===== config.mk =====
export PLATFORM = sky130hd
export DESIGN_NAME = fwperiph_wb_reg_initiator_arb
export DESIGN_NICKNAME = d
export VERILOG_FILES = /design/src/rtl/fwperiph_wb_reg_initiator_pkg.sv /design/src/rtl/fwperiph_rr_arbiter.sv /design/src/rtl/fwperiph_wb_reg_initiator_arb.sv
export SDC_FILE = /design/constraint.sdc
export NUM_CORES = 1
export LEC_CHECK = 0
export ABC_AREA = 1
export BUFFER_PORTS_ARGS = -buffer_cell sky130_fd_sc_hd__buf_2
export CORE_UTILIZATION = 30
export DETAILED_ROUTE_END_ITERATION = 8
export MAX_ROUTING_LAYER = met4
export PLACE_DENSITY = 0.61
export SYNTH_ARGS = -nofsm -noshare
export SYNTH_HDL_FRONTEND = slang
export SYNTH_HIERARCHICAL = 1
export SYNTH_SLANG_ARGS = --single-unit

===== constraint.sdc =====
create_clock -name clock -period 3.5 [get_ports clock]
set_clock_uncertainty 0.1 [all_clocks]
set_input_delay 0.175 -clock clock [delete_from_list [all_inputs] [get_ports clock]]
set_output_delay 0.175 -clock clock [all_outputs]
set_load 0.01 [all_outputs]

===== src/rtl/fwperiph_wb_reg_initiator_pkg.sv =====
// Shared types and sizing helpers for the multi-port Wishbone register initiator.
package fwperiph_wb_reg_initiator_pkg;

    typedef enum logic [1:0] {
        STATUS_OK      = 2'd0,
        STATUS_ERR     = 2'd1,
        STATUS_TIMEOUT = 2'd2
    } rsp_status_e;

    typedef enum logic [1:0] {
        ST_IDLE = 2'd0,
        ST_BUS  = 2'd1,
        ST_RSP  = 2'd2
    } state_e;

    function automatic int cnt_width(input int timeout);
        return $clog2(timeout);
    endfunction

    // A single port still needs a one-bit index so every vector stays legal.
    function automatic int idx_width(input int n);
        return (n > 1) ? $clog2(n) : 1;
    endfunction

endpackage


===== src/rtl/fwperiph_rr_arbiter.sv =====
// Combinational round-robin pick: first request found after 'last', wrapping modulo N.
module fwperiph_rr_arbiter
    import fwperiph_wb_reg_initiator_pkg::*;
#(
    parameter int N = 2
) (
    input  logic [N-1:0]            req,
    input  logic [idx_width(N)-1:0] last,
    output logic [N-1:0]            gnt,
    output logic [idx_width(N)-1:0] gnt_idx,
    output logic                    any
);
    localparam int IDX_W = idx_width(N);

    logic [IDX_W-1:0] cand [N];
    logic [N-1:0]     hit;

    // cand[gi] is the port sitting gi+1 places after the last winner.
    for (genvar gi = 0; gi < N; gi++) begin : g_rot
        assign cand[gi] = IDX_W'((32'(last) + 32'(gi) + 32'd1) % 32'(N));
        assign hit[gi]  = req[cand[gi]];
    end

    always_comb begin
        gnt     = '0;
        gnt_idx = '0;
        any     = 1'b0;
        for (int i = N - 1; i >= 0; i--) begin
            if (hit[i]) begin
                gnt_idx = cand[i];
                any     = 1'b1;
            end
        end
        gnt[gnt_idx] = any;
    end

endmodule


===== src/rtl/fwperiph_wb_reg_initiator_arb.sv =====
// N command ports arbitrated round-robin onto one Wishbone classic master,
// with per-access bus-hang timeout and a response routed back to the issuer.
module fwperiph_wb_reg_initiator_arb
    import fwperiph_wb_reg_initiator_pkg::*;
#(
    parameter int N_INITIATORS = 2,
    parameter int ADDR_WIDTH   = 32,
    parameter int DATA_WIDTH   = 32,
    parameter int TIMEOUT      = 256
) (
    input  logic                                clock,
    input  logic                                reset_n,
    input  logic [N_INITIATORS-1:0]             req_valid,
    output logic [N_INITIATORS-1:0]             req_ready,
    input  logic [N_INITIATORS-1:0]             req_we,
    input  logic [N_INITIATORS*ADDR_WIDTH-1:0]  req_adr,
    input  logic [N_INITIATORS*DATA_WIDTH-1:0]  req_dat,
    input  logic [N_INITIATORS*DATA_WIDTH/8-1:0] req_sel,
    output logic [N_INITIATORS-1:0]             rsp_valid,
    input  logic [N_INITIATORS-1:0]             rsp_ready,
    output logic [DATA_WIDTH-1:0]               rsp_dat,
    output logic [1:0]                          rsp_status,
    output logic [ADDR_WIDTH-1:0]               wb_adr,
    output logic [DATA_WIDTH-1:0]               wb_dat_w,
    input  logic [DATA_WIDTH-1:0]               wb_dat_r,
    output logic [DATA_WIDTH/8-1:0]             wb_sel,
    output logic                                wb_we,
    output logic                                wb_cyc,
    output logic                                wb_stb,
    input  logic                                wb_ack,
    input  logic                                wb_err
);
    localparam int IDX_W = idx_width(N_INITIATORS);
    localparam int SEL_W = DATA_WIDTH / 8;
    localparam int CNT_W = cnt_width(TIMEOUT);
    localparam logic [CNT_W-1:0] CNT_LAST = CNT_W'(TIMEOUT - 1);
    localparam logic [IDX_W-1:0] LAST_RST = IDX_W'(N_INITIATORS - 1);

    state_e            state_q, state_d;
    logic [IDX_W-1:0]  rr_last_q, rr_last_d;
    logic [IDX_W-1:0]  gnt_q, gnt_d;
    logic [CNT_W-1:0]  cnt_q, cnt_d;
    logic [ADDR_WIDTH-1:0] wb_adr_q, wb_adr_d;
    logic [DATA_WIDTH-1:0] wb_dat_w_q, wb_dat_w_d;
    logic [SEL_W-1:0]  wb_sel_q, wb_sel_d;
    logic              wb_we_q, wb_we_d;
    logic              wb_cyc_q, wb_cyc_d;
    logic [DATA_WIDTH-1:0] rsp_dat_q, rsp_dat_d;
    rsp_status_e       rsp_status_q, rsp_status_d;
    logic              term;

    logic [N_INITIATORS-1:0] arb_gnt;
    logic [IDX_W-1:0]        arb_idx;
    logic                    arb_any;

    fwperiph_rr_arbiter #(.N(N_INITIATORS)) u_arb (
        .req     (req_valid),
        .last    (rr_last_q),
        .gnt     (arb_gnt),
        .gnt_idx (arb_idx),
        .any     (arb_any)
    );

    always_ff @(posedge clock or negedge reset_n) begin
        if (!reset_n) begin
            state_q      <= ST_IDLE;
            rr_last_q    <= LAST_RST;
            gnt_q        <= '0;
            cnt_q        <= '0;
            wb_adr_q     <= '0;
            wb_dat_w_q   <= '0;
            wb_sel_q     <= '0;
            wb_we_q      <= 1'b0;
            wb_cyc_q     <= 1'b0;
            rsp_dat_q    <= '0;
            rsp_status_q <= STATUS_OK;
        end else begin
            state_q      <= state_d;
            rr_last_q    <= rr_last_d;
            gnt_q        <= gnt_d;
            cnt_q        <= cnt_d;
            wb_adr_q     <= wb_adr_d;
            wb_dat_w_q   <= wb_dat_w_d;
            wb_sel_q     <= wb_sel_d;
            wb_we_q      <= wb_we_d;
            wb_cyc_q     <= wb_cyc_d;
            rsp_dat_q    <= rsp_dat_d;
            rsp_status_q <= rsp_status_d;
        end
    end

    always_comb begin
        state_d      = state_q;
        rr_last_d    = rr_last_q;
        gnt_d        = gnt_q;
        cnt_d        = cnt_q;
        wb_adr_d     = wb_adr_q;
        wb_dat_w_d   = wb_dat_w_q;
        wb_sel_d     = wb_sel_q;
        wb_we_d      = wb_we_q;
        wb_cyc_d     = wb_cyc_q;
        rsp_dat_d    = rsp_dat_q;
        rsp_status_d = rsp_status_q;
        term         = 1'b0;
        unique case (state_q)
            ST_IDLE: begin
                if (arb_any) begin
                    gnt_d      = arb_idx;
                    wb_adr_d   = req_adr[int'(arb_idx)*ADDR_WIDTH +: ADDR_WIDTH];
                    wb_dat_w_d = req_dat[int'(arb_idx)*DATA_WIDTH +: DATA_WIDTH];
                    wb_sel_d   = req_sel[int'(arb_idx)*SEL_W +: SEL_W];
                    wb_we_d    = req_we[arb_idx];
                    wb_cyc_d   = 1'b1;
                    cnt_d      = '0;
                    state_d    = ST_BUS;
                end
            end
            ST_BUS: begin
                cnt_d = cnt_q + CNT_W'(1);
                // err beats ack, and either beats a timeout landing on the same cycle.
                if (wb_err) begin
                    rsp_status_d = STATUS_ERR;
                    rsp_dat_d    = '0;
                    term         = 1'b1;
                end else if (wb_ack) begin
                    rsp_status_d = STATUS_OK;
                    rsp_dat_d    = wb_we_q ? '0 : wb_dat_r;
                    term         = 1'b1;
                end else if (cnt_q == CNT_LAST) begin
                    rsp_status_d = STATUS_TIMEOUT;
                    rsp_dat_d    = '0;
                    term         = 1'b1;
                end
                if (term) begin
                    wb_cyc_d = 1'b0;
                    state_d  = ST_RSP;
                end
            end
            ST_RSP: begin
                if (rsp_ready[gnt_q]) begin
                    rr_last_d = gnt_q;
                    state_d   = ST_IDLE;
                end
            end
            default: state_d = ST_IDLE;
        endcase
    end

    always_comb begin
        req_ready = '0;
        rsp_valid = '0;
        if (state_q == ST_IDLE) req_ready = arb_gnt;
        if (state_q == ST_RSP)  rsp_valid[gnt_q] = 1'b1;
    end

    assign wb_adr     = wb_adr_q;
    assign wb_dat_w   = wb_dat_w_q;
    assign wb_sel     = wb_sel_q;
    assign wb_we      = wb_we_q;
    assign wb_cyc     = wb_cyc_q;
    assign wb_stb     = wb_cyc_q;
    assign rsp_dat    = rsp_dat_q;
    assign rsp_status = rsp_status_q;

endmodule


==> results of run 1 <==
worst register-to-register path: stages (launching register included):
cell and delay [ns]:
dfrtp_1 0.38, inv_2 0.10, nand3_2 0.18, inv_4 0.56, buf_12 0.39, nor2_1 0.12
a31oi_1 0.17, dlygate4sd3_1 0.56
area by class of cell:
cell class,instances,area [µm²],area share
Clock buffer,20,467,0.0499
Timing Repair Buffer,462,3200,0.342
Tap cell,225,282,0.0301
Multi-Input combinational cell,482,2100,0.225
Inverter,51,194,0.0207
Clock inverter,12,200,0.0214
Sequential cell,116,2900,0.311
per-stage QoR:
stage               power, µW  cells   util  setup slack, ns  hold slack, ns
CTS                      7350   1368  0.537            0.951        0.000879
detailed placement       4550   1167  0.402             1.29           0.241
global placement         4520   1167  0.402             1.32           0.250
global route             7830   1368  0.537            0.689          0.0314
finish                   7350   1368  0.537            0.883          0.0139
floorplan                3580    693      -             2.04          -0.221
registers in the layout, summed over array words and instances (netlist names), 2 cells and up:
signal,cells
rsp_dat,32
wb_adr,32
wb_dat_w,32
cnt_q,8
wb_sel,4
rsp_status,2
state_q,2
layer usage:
layer  GRT usage  routed length [µm]
met4       0.118                 788
met2       0.343                8990
met3      0.0391                1220
met1       0.242                7820
met5           -                   0
power groups by stage:
stage	clock [µW]	combinational [µW]	sequential (µW)
detailed placement	0	2330	2220
global placement	0	2310	2210
floorplan	0	1140	2440
CTS	2000	3140	2210
finish	1970	3170	2210
global route	2060	3490	2280
kinds of logic after synthesis:
kind of cell	after synthesis	synth area share
AOI/OAI and AO/OA	84	0.0943
adders and majority gates	1	0.00232
and+or+nand+nor	397	0.291
DFF	116	0.538
buffers and inverters	95	0.0753
synth_stat cells:
library cell,instances
nand2_1,239
dfrtp_1,115
nor2_1,112
a31oi_1,69
inv_1,47
nand3_1,39
buf_2,19
clkbuf_1,19
o21ai_0,10
buf_4,5
a21oi_1,4
inv_2,4
buf_6,1
dfstp_2,1
ha_1,1
nand2_2,1
nand2_4,1
nand3_2,1
nand3b_1,1
nor2_2,1
nor2_4,1
nor3_1,1
o21bai_1,1
worst max-delay path by stage:
stage / to / slack [ns] / cells past startpoint
after floorplan: rsp_dat[10] / 2.04 / 9
after global placement: rsp_dat[10] / 1.32 / 8
after detailed placement: rsp_dat[31] / 1.29 / 8
after CTS: wb_adr[15] / 0.95 / 7
after global routing: wb_adr[10] / 0.69 / 7
final: wb_adr[10] / 0.88 / 7
==> flow_summary.toml, run 1 <==
[final_layout]
diodes = 0
drive_gt1_frac = 0.294
nFillCells = 1590
mostFrequentLayoutCells = "buf_2 (285), nand2_1 (239), dlygate4sd3_1 (169)"
design_area_mm2 = 0.00935
layout_commonest_cell = "buf_2"
areaGrowthSynthToFinish_pct = 73.1
nNetsFinal = 1309

[place]
hpwl_um = 11600
dpl_cell_area_mm2 = 0.00699
port-buffer-count = 286
gp_congestion = 0.826

[worst_setup_path]
worstSetupPathType = "flop to flop"
cp.arrival_ns = 2.87
critPathMaxStageDelay_ns = 0.56
critPathMaxFanout = 74
cp_cell_sequence = "inv_2 -> nand3_2 -> inv_4 -> buf_12 -> nor2_1 -> a31oi_1 -> dlygate4sd3_1"
worst-r2r-cell-count = 7
crit_start = "state_q[0]"
end_kind = "flop"
cp_top_family = "buffers and inverters"
worst-path-buf-inv = 4
reg2reg_from = "state_q[0]"
reg2reg_to = "wb_adr[10]"
cp.required_ns = 3.75
crit_slowest_cell = "inv_4"
rrSetupSlack_ns = 0.88
cp-start-kind = "flop"

[pwr]
seq_power_share = 0.300
combinationalPowerShare = 0.431
powerDensity_mw_per_mm2 = 786
p_leak_uw = 0.00485
p_int_uw = 4790
switchingPower_uw = 2570
ir_worst_vdd_uv = 423
swShare = 0.349
p_clk_frac = 0.268

[route]
first_pass_iters = 5
num_vias = 6285
detail_route.wl_per_cell_um = 13.8
wl_um = 18800
drc_errors = 0
vias_per_cell = 4.59
drtAntennaViolNets = 0
dr.first_iter.drc_count = 289

[clock_network]
cts_root_buffer = "clkbuf_16"
post_cts_buffers = 0
holdBufCountCts = 169
clock_latency_ns = 0.42
cts_resized = 0
clk_pin_slew_ns = 0.06
cts.path.max_buffers = 2
clock_sinks = 116
htree_num_levels = 4
numCtsBuffers = 17
cts_tree = "built"

[sta]
post-route-period-util = 0.748
fmax_mhz = 382
rsz0062_at_grt = "no"
setup-violations-final = 0
tightest_slew_ns = 0.870
timing_max_transition_violations_final = 0
report.final.hold_viol_count = 0
setup_tns_ns = 0
fin_crit_ns = 2.62
maxSlewHeadroom = 0.420

[synth]
yosys.area.top_type = "dfrtp_1"
syn_area_mm2 = 0.00540
syn_inst = 693
yosysUniqueCellTypes = 23
syn-num-nets = 872
synth_top_area_share = 0.533
ys_seq_area_frac = 0.538
ys_ff_latch = 116
synth_warnings = 6
syn_area_per_cell_um2 = 7.80
synth_area_leaders = "dfrtp_1 (53%), nand2_1 (17%), a31oi_1 (8.0%)"

[floorplanning]
start_util = 0.310
dieArea_mm2 = 0.0185
io_pins = 287
die_h_um = 136
die_x_um = 136
core_mm2 = 0.0174
rows = 48

[min_path]
hold_end = "rsp_dat[26]"
hold-path-cell-count = 5
min_from = "wb_dat_r[26]"
hp-class = "input port to flop"

[global_routing]
antenna_found_initial = 0
grt_max_degree = 75
overflow = 0
grt_pass1_wl_um = 29300
grt_pass1_vias = 6173
grtUsageTotal = 0.210

[outcome]
outcome = "completed"

[job]
maxCapViolations = 0
(Power assumes the default switching activity.)
==> run 2: changes to the inputs <==
clock period = 2.6 ns   (was 3.5 ns; I/O delays follow)
==> flow_summary.toml, run 2 (same netlist as run 1, synthesis figures left out) <==
[pwr]
powerDensity_mw_per_mm2 = 1020
ir_worst_vdd_uv = 639
p_leak_uw = 0.00486

[route]
detail_route.wl_per_cell_um = 13.6
first_pass_iters = 5
num_vias = 6223
wl_um = 18800
drc_errors = 0
vias_per_cell = 4.52
dr.first_iter.drc_count = 281
drtAntennaViolNets = 0

[clock_network]
clock_sinks = 116
numCtsBuffers = 17
holdBufCountCts = 176
cts_resized = 0
clk_pin_slew_ns = 0.06
clock_latency_ns = 0.40
cts.path.max_buffers = 2
post_cts_buffers = 0
cts_root_buffer = "clkbuf_16"
cts_tree = "built"
htree_num_levels = 4

[sta]
rsz0062_at_grt = "no"
tightest_slew_ns = 0.775
fin_crit_ns = 2.34
fmax_mhz = 427
timing_max_transition_violations_final = 0
report.final.hold_viol_count = 0
setup_tns_ns = 0
post-route-period-util = 0.901
timing.final.ws_setup_ns = 0.257
maxSlewHeadroom = 0.483
setup-violations-final = 0

[job]
maxCapViolations = 0

[final_layout]
layout_commonest_cell = "buf_2"
diodes = 0
drive_gt1_frac = 0.292
design_area_mm2 = 0.00937
final_core_util = 0.538
fin_cells = 1376
mostFrequentLayoutCells = "buf_2 (285), nand2_1 (239), dlygate4sd3_1 (176)"
nNetsFinal = 1318
areaGrowthSynthToFinish_pct = 73.4

[place]
preCtsSetupSlack_ns = 0.831
port-buffer-count = 286
dpl_cell_area_mm2 = 0.00702
dp.cells = 1169
gp_congestion = 0.801
hpwl_um = 11500

[global_routing]
grt_pass1_wl_um = 29300
antenna_found_initial = 0
grtUsageTotal = 0.210
grt_max_degree = 140
grt_pass1_vias = 6031
overflow = 0

[worst_setup_path]
worstSetupPathType = "flop to flop"
cp_cell_sequence = "a21oi_4 -> buf_4 -> nand2_1 -> a31oi_1 -> dlygate4sd3_1"
cp_top_family = "buffers and inverters"
end_kind = "flop"
cp-start-kind = "flop"
crit_slowest_cell = "buf_4"
cp.arrival_ns = 2.59
worst-path-buf-inv = 2
critPathMaxFanout = 69
critPathMaxStageDelay_ns = 0.60
rrSetupSlack_ns = 0.26
cp.required_ns = 2.84

[floorplanning]
dieArea_mm2 = 0.0185
io_pins = 287
core_mm2 = 0.0174
die_h_um = 136
start_util = 0.310
die_x_um = 136
rows = 48

[min_path]
hp-class = "input port to flop"

[outcome]
outcome = "completed"
## run 2: cell type report
type | instances | area, µm²
clock inverter | 9 | 103
tap | 225 | 282
sequential | 116 | 2900
clock buffer | 22 | 484
timing repair buffer | 471 | 3300
inverter | 51 | 194
fill | 1563 | 8050
multi-input combinational | 482 | 2100
## run 2: final timing paths
path                                    end          from  depth (start not counted)
worst max-delay path             wb_adr[30]     rr_last_q                          5
worst min register to register  rsp_dat[23]   rsp_dat[23]                          2
max in group asynchronous         rr_last_q       reset_n                          3
worst min-delay path                 wb_cyc  req_valid[0]                          5
min in group asynchronous        wb_adr[11]       reset_n                          2
worst max register to register   wb_adr[30]     rr_last_q                          5
## run 2: per-stage QoR
| stage | hold WS (ns) | total power [µW] |
|---|---|---|
| detailed placement | 0.102 | 6140 |
| global route | 0.211 | 10200 |
| finish | 0.175 | 9580 |
| global placement | 0.0996 | 6100 |
| CTS | 0.160 | 9590 |
| floorplan | -0.266 | 4820 |
## run 2: report_power, final
group	internal [µW]	switching [µW]	total, µW
clock	1500	813	2310
sequential	2550	413	2970
combinational	2130	2170	4300
total	6190	3390	9580
## run 2: metal layers
layer | up-vias | global-route usage | wire [µm]
met5 | - | - | 0
met4 | 0 | 0.0889 | 508
met3 | 32 | 0.0578 | 1300
met2 | 253 | 0.339 | 8990
met1 | 2838 | 0.245 | 7960
li1 | 3100 | - | -
## run 2: tightest hold or removal path, stage by stage
cell and delay (ns):
buf_2 0.13, inv_1 0.07, nand2_1 0.08, nand3_2 0.15, nand2_1 0.07
==> run 3: changes to the inputs <==
ABC_AREA = not set   (was 1)
CAP_MARGIN = 0   (was not set)
PLACE_DENSITY = not set   (was 0.61)
==> flow_summary.toml, run 3 <==
[job]
maxCapViolations = 0

[route]
drtAntennaViolNets = 0
wl_um = 17900
detail_route.wl_per_cell_um = 14.7
dr.first_iter.drc_count = 174
first_pass_iters = 6
drc_errors = 0
vias_per_cell = 4.58
num_vias = 5581

[floorplanning]
die_x_um = 136
dieArea_mm2 = 0.0185
start_util = 0.309
die_h_um = 136
io_pins = 287
core_mm2 = 0.0174
rows = 48

[global_routing]
grt_pass1_vias = 5563
overflow = 0
grtUsageTotal = 0.201
grt_pass1_wl_um = 28000
antenna_found_initial = 0
grt_max_degree = 71

[clock_network]
numCtsBuffers = 17
cts_root_buffer = "clkbuf_16"
clock_latency_ns = 0.41
holdBufCountCts = 176
htree_num_levels = 4
cts_resized = 0
clock_sinks = 116
cts.path.max_buffers = 2
post_cts_buffers = 0
clk_pin_slew_ns = 0.06
cts_tree = "built"

[place]
hpwl_um = 11400
dpl_cell_area_mm2 = 0.00706
gp_congestion = 0.792
port-buffer-count = 286

[worst_setup_path]
worst-r2r-cell-count = 5
cp.arrival_ns = 2.37
reg2reg_from = "rr_last_q"
reg2reg_to = "wb_dat_w[1]"
cp.required_ns = 2.80
cp-endpoint = "wb_dat_w[1]"
worstSetupPathType = "flop to flop"
end_kind = "flop"
rrSetupSlack_ns = 0.43
crit_start = "rr_last_q"
cp-start-kind = "flop"
critPathMaxFanout = 70

[synth]
synth_area_leaders = "dfrtp_1 (53%), mux2i_1 (13%), o21ai_1 (5.9%)"
syn_area_mm2 = 0.00538
syn_area_per_cell_um2 = 10.2
yosys.area.top_type = "dfrtp_1"
synth_edf_count = 0
synth_commonest_cells = "dfrtp_1 (115), nand2_1 (80), mux2i_1 (71)"
synth_top_area_share = 0.535
syn_inst = 530
synth_ff_type = "dfrtp_1"
syn-num-nets = 709
yosysUniqueCellTypes = 37
ys_ff_latch = 116
async_flop_share = 1.00
ys_seq_area_frac = 0.540
yosysMostFrequentCell = "dfrtp_1"
synth_warnings = 6

[sta]
rsz0062_at_grt = "no"
hold_slack_ns = 0.0396
maxSlewHeadroom = 0.492
timing_max_transition_violations_final = 0
post-route-period-util = 0.835
setup_tns_ns = 0
report.final.hold_viol_count = 0
fin_crit_ns = 2.17
setup-violations-final = 0
fmax_mhz = 460
tightest_slew_ns = 0.761

[pwr]
ir_worst_vdd_uv = 436
power_uw = 8900
powerDensity_mw_per_mm2 = 949
p_leak_uw = 0.00469

[final_layout]
diodes = 0
nNetsFinal = 1160
design_area_mm2 = 0.00938
drive_gt1_frac = 0.338
layout_commonest_cell = "buf_2"
mostFrequentLayoutCells = "buf_2 (285), dlygate4sd3_1 (176), dfrtp_1 (115)"
areaGrowthSynthToFinish_pct = 74.2
nFillCells = 1511

[min_path]
hp-class = "input port to flop"

[outcome]
outcome = "completed"
-- run 3: cell count changes in the layout (fill, tap and decap cells not counted), moves of 11 or more --
cell / previous run / this run
mux2i_1: 0 / 71
inv_1: 47 / 36
nand2_1: 239 / 80
a31oi_1: 69 / 0
o21ai_1: 0 / 62
o21ai_0: 10 / 44
nand3_1: 39 / 6
a32oi_1: 0 / 32
nor2_1: 112 / 2
-- run 3: layer usage --
layer,vias up,global-route usage,part of all wire
met5,-,-,0
li1,2776,-,-
met3,35,0.0414,0.057
met2,233,0.343,0.50
met4,0,0.0840,0.029
met1,2537,0.230,0.41
-- run 3: layout make-up --
| type | count | area (µm²) | area share |
|---|---|---|---|
| well taps | 225 | 282 | 0.0300 |
| clock buffers | 20 | 447 | 0.0476 |
| inverters | 36 | 135 | 0.0144 |
| repair buffers | 475 | 3330 | 0.355 |
| multi-input cells | 335 | 2170 | 0.231 |
| clock inverters | 12 | 109 | 0.0116 |
| flip-flops and latches | 116 | 2900 | 0.310 |
-- run 3: power by group --
group | leakage (µW) | switching, µW | internal [µW] | total, µW
sequential | 0.00145 | 511 | 2590 | 3110
combinational | 0.00297 | 2000 | 1620 | 3620
clock | 0.000258 | 840 | 1330 | 2170
-- run 3: cells by family (layout without fill, tap and decap cells) --
kind of cell | count (synthesis) | in the layout | share of synthesized area
and+or+nand+nor | 108 | 108 | 0.0888
buffers and inverters | 79 | 543 | 0.0623
DFF | 116 | 116 | 0.540
muxes | 72 | 72 | 0.135
adders and majority gates | 1 | 1 | 0.00232
AOI/OAI and AO/OA | 154 | 154 | 0.172
-- run 3: how the worst min path moves through the flow --
stage                             from    endpoint  slack, ns  cells past startpoint
final                     rsp_ready[0]  state_q[1]       0.04                      3
after global routing      rsp_ready[0]  state_q[1]       0.04                      3
after CTS                 rsp_ready[0]  state_q[1]       0.02                      3
after detailed placement       reset_n  rsp_dat[2]       0.15                      1
after global placement         reset_n  rsp_dat[2]       0.14                      1
after floorplan                reset_n    cnt_q[0]      -0.27                      0
-- run 3: stage by stage --
| stage | instances | setup slack [ns] | util |
|---|---|---|---|
| floorplan | 530 | 0.956 | - |
| global placement | 1011 | 0.774 | 0.405 |
| detailed placement | 1011 | 0.764 | 0.405 |
| CTS | 1219 | 0.460 | 0.538 |
| global route | 1219 | 0.340 | 0.538 |
| finish | 1219 | 0.428 | 0.538 |
-- run 3: critical path, stage by stage (launching register included) --
cell and delay (ns):
dfstp_2 0.39, a21boi_4 0.15, buf_12 0.38, mux2i_1 0.29
dlygate4sd3_1 0.60, o21ai_1 0.06
